<file path="src/rtl/pos_event_pkg.sv">
// Shared definitions for the cursor position event FIFO.
// Holds the entry layout and the helpers that pack and unpack entries.
package pos_event_pkg;

    localparam int DEPTH_DEFAULT = 8;
    localparam int POS_W         = 16;
    localparam int ENTRY_W       = 32;
    localparam int X_LSB         = 0;
    localparam int Y_LSB         = 16;

    typedef logic [ENTRY_W-1:0] entry_t;

    function automatic entry_t pack_entry(input logic [POS_W-1:0] x,
                                          input logic [POS_W-1:0] y);
        entry_t e;
        e = '0;
        e[X_LSB +: POS_W] = x;
        e[Y_LSB +: POS_W] = y;
        return e;
    endfunction

    function automatic logic [POS_W-1:0] unpack_x(input entry_t e);
        return e[X_LSB +: POS_W];
    endfunction

    function automatic logic [POS_W-1:0] unpack_y(input entry_t e);
        return e[Y_LSB +: POS_W];
    endfunction

endpackage

</file>
<file path="src/rtl/pos_event_ram.sv">
// Entry storage: one synchronous write port, one asynchronous read port.
// Contents are deliberately left unreset; validity is tracked by the FIFO.
module pos_event_ram
    import pos_event_pkg::*;
#(
    parameter int DEPTH = DEPTH_DEFAULT,
    parameter int AW    = $clog2(DEPTH)
) (
    input  logic          i_clk,
    input  logic          i_we,
    input  logic [AW-1:0] i_waddr,
    input  entry_t        i_wdata,
    input  logic [AW-1:0] i_raddr,
    output entry_t        o_rdata
);

    entry_t mem [DEPTH];

    // Registered write of one entry per cycle.
    always_ff @(posedge i_clk) begin
        if (i_we) begin
            mem[i_waddr] <= i_wdata;
        end
    end

    assign o_rdata = mem[i_raddr];

endmodule

</file>
<file path="src/rtl/pos_event_fifo.sv">
// Cursor position event FIFO with first-word-fall-through output.
// When full, a new position without a simultaneous pop replaces the newest
// entry instead of being dropped, so the consumer always sees the latest
// cursor position; the sticky overflow flag records that this happened.
module pos_event_fifo
    import pos_event_pkg::*;
#(
    parameter int DEPTH = DEPTH_DEFAULT,
    parameter int CW    = $clog2(DEPTH) + 1
) (
    input  logic               i_clk,
    input  logic               i_reset_n,
    input  logic [POS_W-1:0]   i_x_pos,
    input  logic [POS_W-1:0]   i_y_pos,
    input  logic               i_valid,
    output logic [ENTRY_W-1:0] o_rd_data,
    output logic               o_rd_valid,
    input  logic               i_rd_ready,
    output logic [CW-1:0]      o_count,
    output logic               o_overflow,
    input  logic               i_clr_overflow,
    input  logic               i_irq_en,
    output logic               o_irq
);

    localparam int            AW       = $clog2(DEPTH);
    localparam logic [CW-1:0] FULL_CNT = CW'(DEPTH);

    logic [AW-1:0] wr_ptr_q, wr_ptr_d;
    logic [AW-1:0] rd_ptr_q, rd_ptr_d;
    logic [CW-1:0] count_q, count_d;
    logic          overflow_q, overflow_d;

    logic          not_empty;
    logic          full;
    logic          pop;
    logic          push_adv;
    logic          ovf_set;
    logic          ram_we;
    logic [AW-1:0] ram_waddr;
    entry_t        ram_rdata;

    assign not_empty = (count_q != '0);
    assign full      = (count_q == FULL_CNT);
    assign pop       = not_empty & i_rd_ready;
    // A push advances the tail unless it must coalesce into the newest entry.
    assign push_adv  = i_valid & (~full | pop);

    // Next-state for pointers, occupancy, overflow and the RAM write port.
    always_comb begin
        wr_ptr_d   = wr_ptr_q;
        rd_ptr_d   = rd_ptr_q;
        count_d    = count_q;
        ovf_set    = 1'b0;
        ram_we     = 1'b0;
        ram_waddr  = wr_ptr_q;

        if (i_valid) begin
            ram_we = 1'b1;
            if (push_adv) begin
                wr_ptr_d = wr_ptr_q + AW'(1);
            end else begin
                // Full with no pop: overwrite the most recently written slot.
                ram_waddr = wr_ptr_q - AW'(1);
                ovf_set   = 1'b1;
            end
        end

        if (pop) begin
            rd_ptr_d = rd_ptr_q + AW'(1);
        end

        if (push_adv && !pop) begin
            count_d = count_q + CW'(1);
        end else if (pop && !push_adv) begin
            count_d = count_q - CW'(1);
        end

        // Set has priority over clear.
        overflow_d = ovf_set | (overflow_q & ~i_clr_overflow);
    end

    // State registers; storage itself is not reset.
    always_ff @(posedge i_clk or negedge i_reset_n) begin
        if (!i_reset_n) begin
            wr_ptr_q   <= '0;
            rd_ptr_q   <= '0;
            count_q    <= '0;
            overflow_q <= 1'b0;
        end else begin
            wr_ptr_q   <= wr_ptr_d;
            rd_ptr_q   <= rd_ptr_d;
            count_q    <= count_d;
            overflow_q <= overflow_d;
        end
    end

    pos_event_ram #(
        .DEPTH (DEPTH),
        .AW    (AW)
    ) u_ram (
        .i_clk   (i_clk),
        .i_we    (ram_we),
        .i_waddr (ram_waddr),
        .i_wdata (pack_entry(i_x_pos, i_y_pos)),
        .i_raddr (rd_ptr_q),
        .o_rdata (ram_rdata)
    );

    assign o_rd_data  = ram_rdata;
    assign o_rd_valid = not_empty;
    assign o_count    = count_q;
    assign o_overflow = overflow_q;
    assign o_irq      = i_irq_en & not_empty;

endmodule

</file>
<file path="config.mk">
export PLATFORM = sky130hd
export DESIGN_NAME = pos_event_fifo
export DESIGN_NICKNAME = d
export VERILOG_FILES = /design/src/rtl/pos_event_pkg.sv /design/src/rtl/pos_event_ram.sv /design/src/rtl/pos_event_fifo.sv
export SDC_FILE = /design/constraint.sdc
export NUM_CORES = 1
export LEC_CHECK = 0
export BUFFER_PORTS_ARGS = -buffer_cell sky130_fd_sc_hd__buf_2
export CAP_MARGIN = 20
export CELL_PAD_IN_SITES_DETAIL_PLACEMENT = 0
export CELL_PAD_IN_SITES_GLOBAL_PLACEMENT = 1
export CORE_ASPECT_RATIO = 1.75
export CORE_UTILIZATION = 35
export CTS_CLUSTER_DIAMETER = 30
export DETAILED_ROUTE_END_ITERATION = 8
export PLACE_DENSITY = 0.59
export SLEW_MARGIN = 15
export SYNTH_ARGS = -nofsm -noshare
export SYNTH_HDL_FRONTEND = slang
export SYNTH_SLANG_ARGS = --single-unit
</file>
<file path="constraint.sdc">
create_clock -name i_clk -period 3.61 [get_ports i_clk]
set_input_delay 0.361 -clock i_clk [delete_from_list [all_inputs] [get_ports i_clk]]
set_output_delay 0.361 -clock i_clk [all_outputs]
set_load 0.02 [all_outputs]
</file>
==> results.cfg, run 1 <==
[placed_design]
place_congestion = 0.7036
dpl_cell_area_um2 = 11440
place_hpwl_um = 12430
dpl.cell_count = 910
port-buffer-count = 76
preCtsSetupSlack_ns = 0.6572

[floorplanning]
io_pins = 77
num_rows = 83
initial_utilization = 0.3567
die-area_um2 = 30780
die_x_um = 133.1
core_region_area_um2 = 29490
die_h_um = 231.3

[status]
status = complete, no violations

[worst_hold_path]
whs_path_depth = 2
hp-class = in -> reg

[cells_and_area]
drive_above_1_share = 0.4061
area.growth.synth_to_final_pct = 19.73
n_fill_cell = 2593
fin_nets = 611
fin_area_um2 = 12600
final_cells = 974
utilization = 0.4271

[grt]
grt_max_degree = 67
antenna_found_initial = 2
grt_usage = 0.1433
grt_pass1_wl_um = 32710
grt_overflow_total = 0
grt_pass1_vias = 5534

[routing]
wl_met3_um = 855
topRoutingLayerUsed = met4
drtPass1Iterations = 4
wl_met1_um = 8162
drt-wirelength-per-cell_um = 21.68
vias = 4875
drt_wl_total_um = 21120
drtIter0Drc = 288
wl_met2_um = 11520
viasPerCell = 5.005
drc = 0
drtAntennaViolNets = 0

[worst_setup_path]
end_kind = output pin
worst-path-buf-inv = 2
crit_required_ns = 3.25
reg2regPathDepth = 9
slowest_stage = dfrtp_4
cp_max_fo = 21
crit_family = multiplexers
worstSetupPathType = reg -> out
startpoint_type = flop
slowest_delay_ns = 0.70
path_cells = buf_4, mux4_1, mux2_2, buf_2
cp.depth = 4
crit_arrival_ns = 2.73

[synth]
async_reset_ff_frac = 0.04120
syn_inst = 462
ys_ff_latch = 267
synth_edf_count = 256
synth.most_common_cell = edfxtp_1
synth_area_um2 = 10520
ys_warn_count = 0
yosys-top-cells-count = edfxtp_1 (256), mux4_2 (55), mux2_2 (33), o211ai_1 (16), dfrtp_1 (11)
synth.avg_cell_area_um2 = 22.77
synth_top_area_cell = edfxtp_1
yosysSeqAreaShare = 0.7569
synth_ff_type = edfxtp_1
synth_top_area_frac = 0.7307
synth_area_leaders = edfxtp_1 (73%), mux4_2 (12%), mux2_2 (3.5%), dfrtp_1 (2.6%), mux4_1 (2.2%)
mappedNetlistNets = 507
synth_cell_type_count = 37

[sta]
timing.final.ws_setup_ns = 0.5167
post-route-period-util = 0.8569
rsz0062_at_grt = false
period_needed_ns = 3.093
worst_slew_pin_slew_ns = 1.014
finalSetupViolCount = 0
hold_viol = 0
fin_worst_skew_ns = 0.01069
whs_ns = 0.04740
drv_slew = 0
tns_ns = 0
max_slew_margin = 0.3213
fmax_mhz = 323.3

[power_and_ir_drop]
ir_worst_vdd_v = 0.0005394
powerDensity_nw_per_um2 = 862.4
total_power_mw = 10.86
p_leak_nw = 4.158

[clock_tree]
path_clk_slew_ns = 0.06
cts_buffers = 34
cts.sink_count = 267
post-cts-setup-buffer-count = 0
cts_buffer_depth = 3
htree_levels = 2
cts_tree = built
clock_latency_ns = 0.50
cts_root_buf = clkbuf_16

[run]
maxCapViolations = 0
[routing by layer]
metal  GRT usage  up-vias
li1            -     2173
met4     0.05963        0
met3     0.02690       35
met5           0        -
met1      0.1598     2572
met2      0.2646       95
[timing repair]
item,CTS,global route
hold buffers,1,0
resized for setup,0,0
hold endpoints to repair,11,0
[path summary, 6_finish.rpt]
check	startpoint	end	slack (ns)
max in group asynchronous	i_reset_n	rd_ptr_q[1]	3.09
hold / removal	i_clr_overflow	o_overflow	0.05
hold reg to reg	o_overflow	o_overflow	0.54
setup reg to reg	o_count[0]	o_count[3]	0.67
min in group asynchronous	i_reset_n	rd_ptr_q[0]	0.26
setup / recovery	rd_ptr_q[0]	o_rd_data[15]	0.52
[final cells by class]
class                   count  area [um2]  share of cell area
clock inverters            16       153.9             0.01222
multi-input cells         167        2489              0.1976
inverters                   6       22.52            0.001788
well taps                 382       478.0             0.03795
flip-flops and latches    267        7971              0.6329
clock buffers              45       965.9             0.07669
diodes                      1       2.502           0.0001987
repair buffers             90       513.0             0.04073
[power breakdown]
| part | leakage, nW | internal, mW | switching (mW) |
|---|---|---|---|
| Clock | 0.533 | 2.04 | 1.24 |
| Sequential | 2.45 | 3.95 | 0.436 |
| Combinational | 1.17 | 1.51 | 1.68 |
[sequential cells by signal (all words and copies together) (netlist names)]
register	flops
o_overflow	1
rd_ptr_q	3
u_ram.mem	256
wr_ptr_q	3
o_count	4
[cell usage in the layout, fill, tap and decap left out, types with 2 or more instances in the layout]
cell type   synthesis  layout
a21oi_1             2       2
and3b_1             2       2
buf_12              0       2
buf_2               4      76
buf_4               0      11
bufinv_16           0       2
clkbuf_1            7       7
clkbuf_16           0      37
clkinv_1            0       5
clkinvlp_4          0       4
dfrtp_1            11       8
dfrtp_4             0       2
edfxtp_1          256     256
ha_1                6       6
inv_1               6       6
inv_8               0       2
mux2_1              2       2
mux2_2             33      33
mux4_1              9       9
mux4_2             55      55
nand2_1             3       3
nand2b_1            3       3
nand3_1             2       2
nor4bb_1            2       2
o211ai_1           16      16
o21ai_2             2       2
o21ai_4             0       8
or3_1               2       2
xnor2_1             6       6
[cells by family after synthesis]
logic type | synth area share
DFF | 0.7569
muxes | 0.1786
AOI/OAI and AO/OA | 0.02022
buffers and inverters | 0.01510
and+or+nand+nor | 0.01511
adders and majority gates | 0.009039
xor gates and xnor gates | 0.004995
No activity file was read; power rests on OpenSTA's default activity.
==> inputs of run 2 (changes only) <==
- PLACE_DENSITY: 0.59 -> 0.57
- clock period: 3.61 -> 3.56 ns (I/O delays scaled with it)
==> run 2 against run 1 <==
Against the previous run: wire length grew 3.5%; count of clock-buffer cells in the layout decreased by 5; sequential share of layout area fell by 0.94 points; power increased by 5.8%; setup slack worse by 0.057 ns; non-clock buffer count is 6 higher; largest power group unchanged.
==> results.cfg, run 2 (synthesis results as in run 1) <==
[status]
status = complete, no violations

[floorplanning]
die_h_um = 231.3
core_region_area_um2 = 29490
num_rows = 83
initial_utilization = 0.3567
io_pins = 77
die-area_um2 = 30780
die_x_um = 133.1

[run]
maxCapViolations = 0

[cells_and_area]
top_register = u_ram.mem
fin_area_um2 = 12780
area.growth.synth_to_final_pct = 21.50
drive_above_1_share = 0.4302
largest_register_ffs = 256
final_cells = 985
fin_nets = 619
layout_commonest_cell = edfxtp_1
layout_common_cells = edfxtp_1 (256), buf_2 (76), mux4_2 (55)

[sta]
fmax_mhz = 322.5
worst_slew_pin_slew_ns = 0.9966
period_needed_ns = 3.101
drv_slew = 0
finalSetupViolCount = 0
fin_worst_skew_ns = 0.03562
post-route-period-util = 0.8709
rsz0062_at_grt = false
max_slew_margin = 0.3331
hold_viol = 0

[routing]
drtPass1Iterations = 4
drt_wl_total_um = 21850
drt-wirelength-per-cell_um = 22.18
drtAntennaViolNets = 0
drtIter0Drc = 256
viasPerCell = 5.102
vias = 5025
drc = 0

[worst_hold_path]
whs_path_depth = 2
hp-class = in -> reg

[grt]
grt_pass1_wl_um = 33960
grt_pass1_vias = 5654
antenna_found_initial = 1
grt_max_degree = 35
grt_overflow_total = 0
grt_usage = 0.1495

[worst_setup_path]
reg2regPathDepth = 8
startpoint_type = flop
crit_required_ns = 3.20
end_kind = output pin
worstSetupPathType = reg -> out
cp_max_fo = 34
crit_arrival_ns = 2.74

[placed_design]
dpl.cell_count = 917
place_congestion = 0.6942
place_hpwl_um = 13110
port-buffer-count = 76
dpl_cell_area_um2 = 11490

[clock_tree]
cts_root_buf = clkbuf_16
htree_levels = 2
clock_latency_ns = 0.53
post_cts_resize_count = 0
cts_buffer_depth = 3
cts_buffers = 36
path_clk_slew_ns = 0.05
post-cts-setup-buffer-count = 0
cts.sink_count = 267
cts_tree = built
hold_buffers = 1

[power_and_ir_drop]
powerDensity_nw_per_um2 = 899.0
ir_worst_vdd_v = 0.0005125
total_power_mw = 11.49
p_leak_nw = 4.270
## run 2: cell count changes in the layout (fill, tap and decap cells not counted)
cell,previous run,this run
clkinv_8,0,1
clkbuf_1,7,2
dfrtp_2,1,2
clkbuf_16,37,38
inv_6,1,3
clkinvlp_4,4,3
dfrtp_4,2,1
clkinv_1,5,2
clkinv_4,1,6
buf_4,11,18
clkbuf_8,1,0
buf_12,2,1
bufinv_16,2,5
clkinv_2,1,4
## run 2: area by class of cell
type | count | area [um2]
Clock inverter | 26 | 317.8
Clock buffer | 40 | 958.4
Fill cell | 2596 | 16710
Sequential cell | 267 | 7969
Tap cell | 382 | 478.0
Timing Repair Buffer | 96 | 545.5
Inverter | 6 | 22.52
Antenna cell | 1 | 2.502
Multi-Input combinational cell | 167 | 2489
## run 2: final timing paths
kind / slack (ns) / from / end
setup / recovery: 0.46 / rd_ptr_q[1] / o_rd_data[3]
hold / removal: 0.05 / i_clr_overflow / o_overflow
setup reg to reg: 0.62 / o_count[0] / o_count[3]
hold reg to reg: 0.55 / o_overflow / o_overflow
max in group asynchronous: 3.06 / i_reset_n / rd_ptr_q[0]
min in group asynchronous: 0.26 / i_reset_n / o_overflow
## run 2: per-layer routing
layer	wire length, um	up-vias	track usage
li1	-	2198	-
met1	8293	2654	0.1656
met2	12060	121	0.2736
met3	861	52	0.03018
met4	637	0	0.06681
met5	0	-	0
## run 2: stage by stage
stage	TNS [ns]	hold WS [ns]	worst slack (ns)	util
3_5_place_dp	0	0.2453	0.6182	0.3897
5_1_grt	0	0.03340	0.3325	0.4334
4_1_cts	0	0.03305	0.3737	0.4333
6_report	0	0.04597	0.4595	0.4334
3_3_place_gp	0	0.2432	0.6542	0.3897
2_1_floorplan	-49.18	0.06041	-0.2320	-
## run 2: worst max-delay path, cell delays in order (launching register included)
cell and delay [ns]:
dfrtp_2 0.96, buf_4 0.44, mux4_2 0.36, mux2_2 0.30, buf_2 0.16
## run 2: report_power, final
group | switching, mW | internal [mW] | total, mW
combinational | 1.77 | 1.54 | 3.32
clock | 1.41 | 2.35 | 3.76
sequential | 0.413 | 4.00 | 4.42
total | 3.60 | 7.89 | 11.5
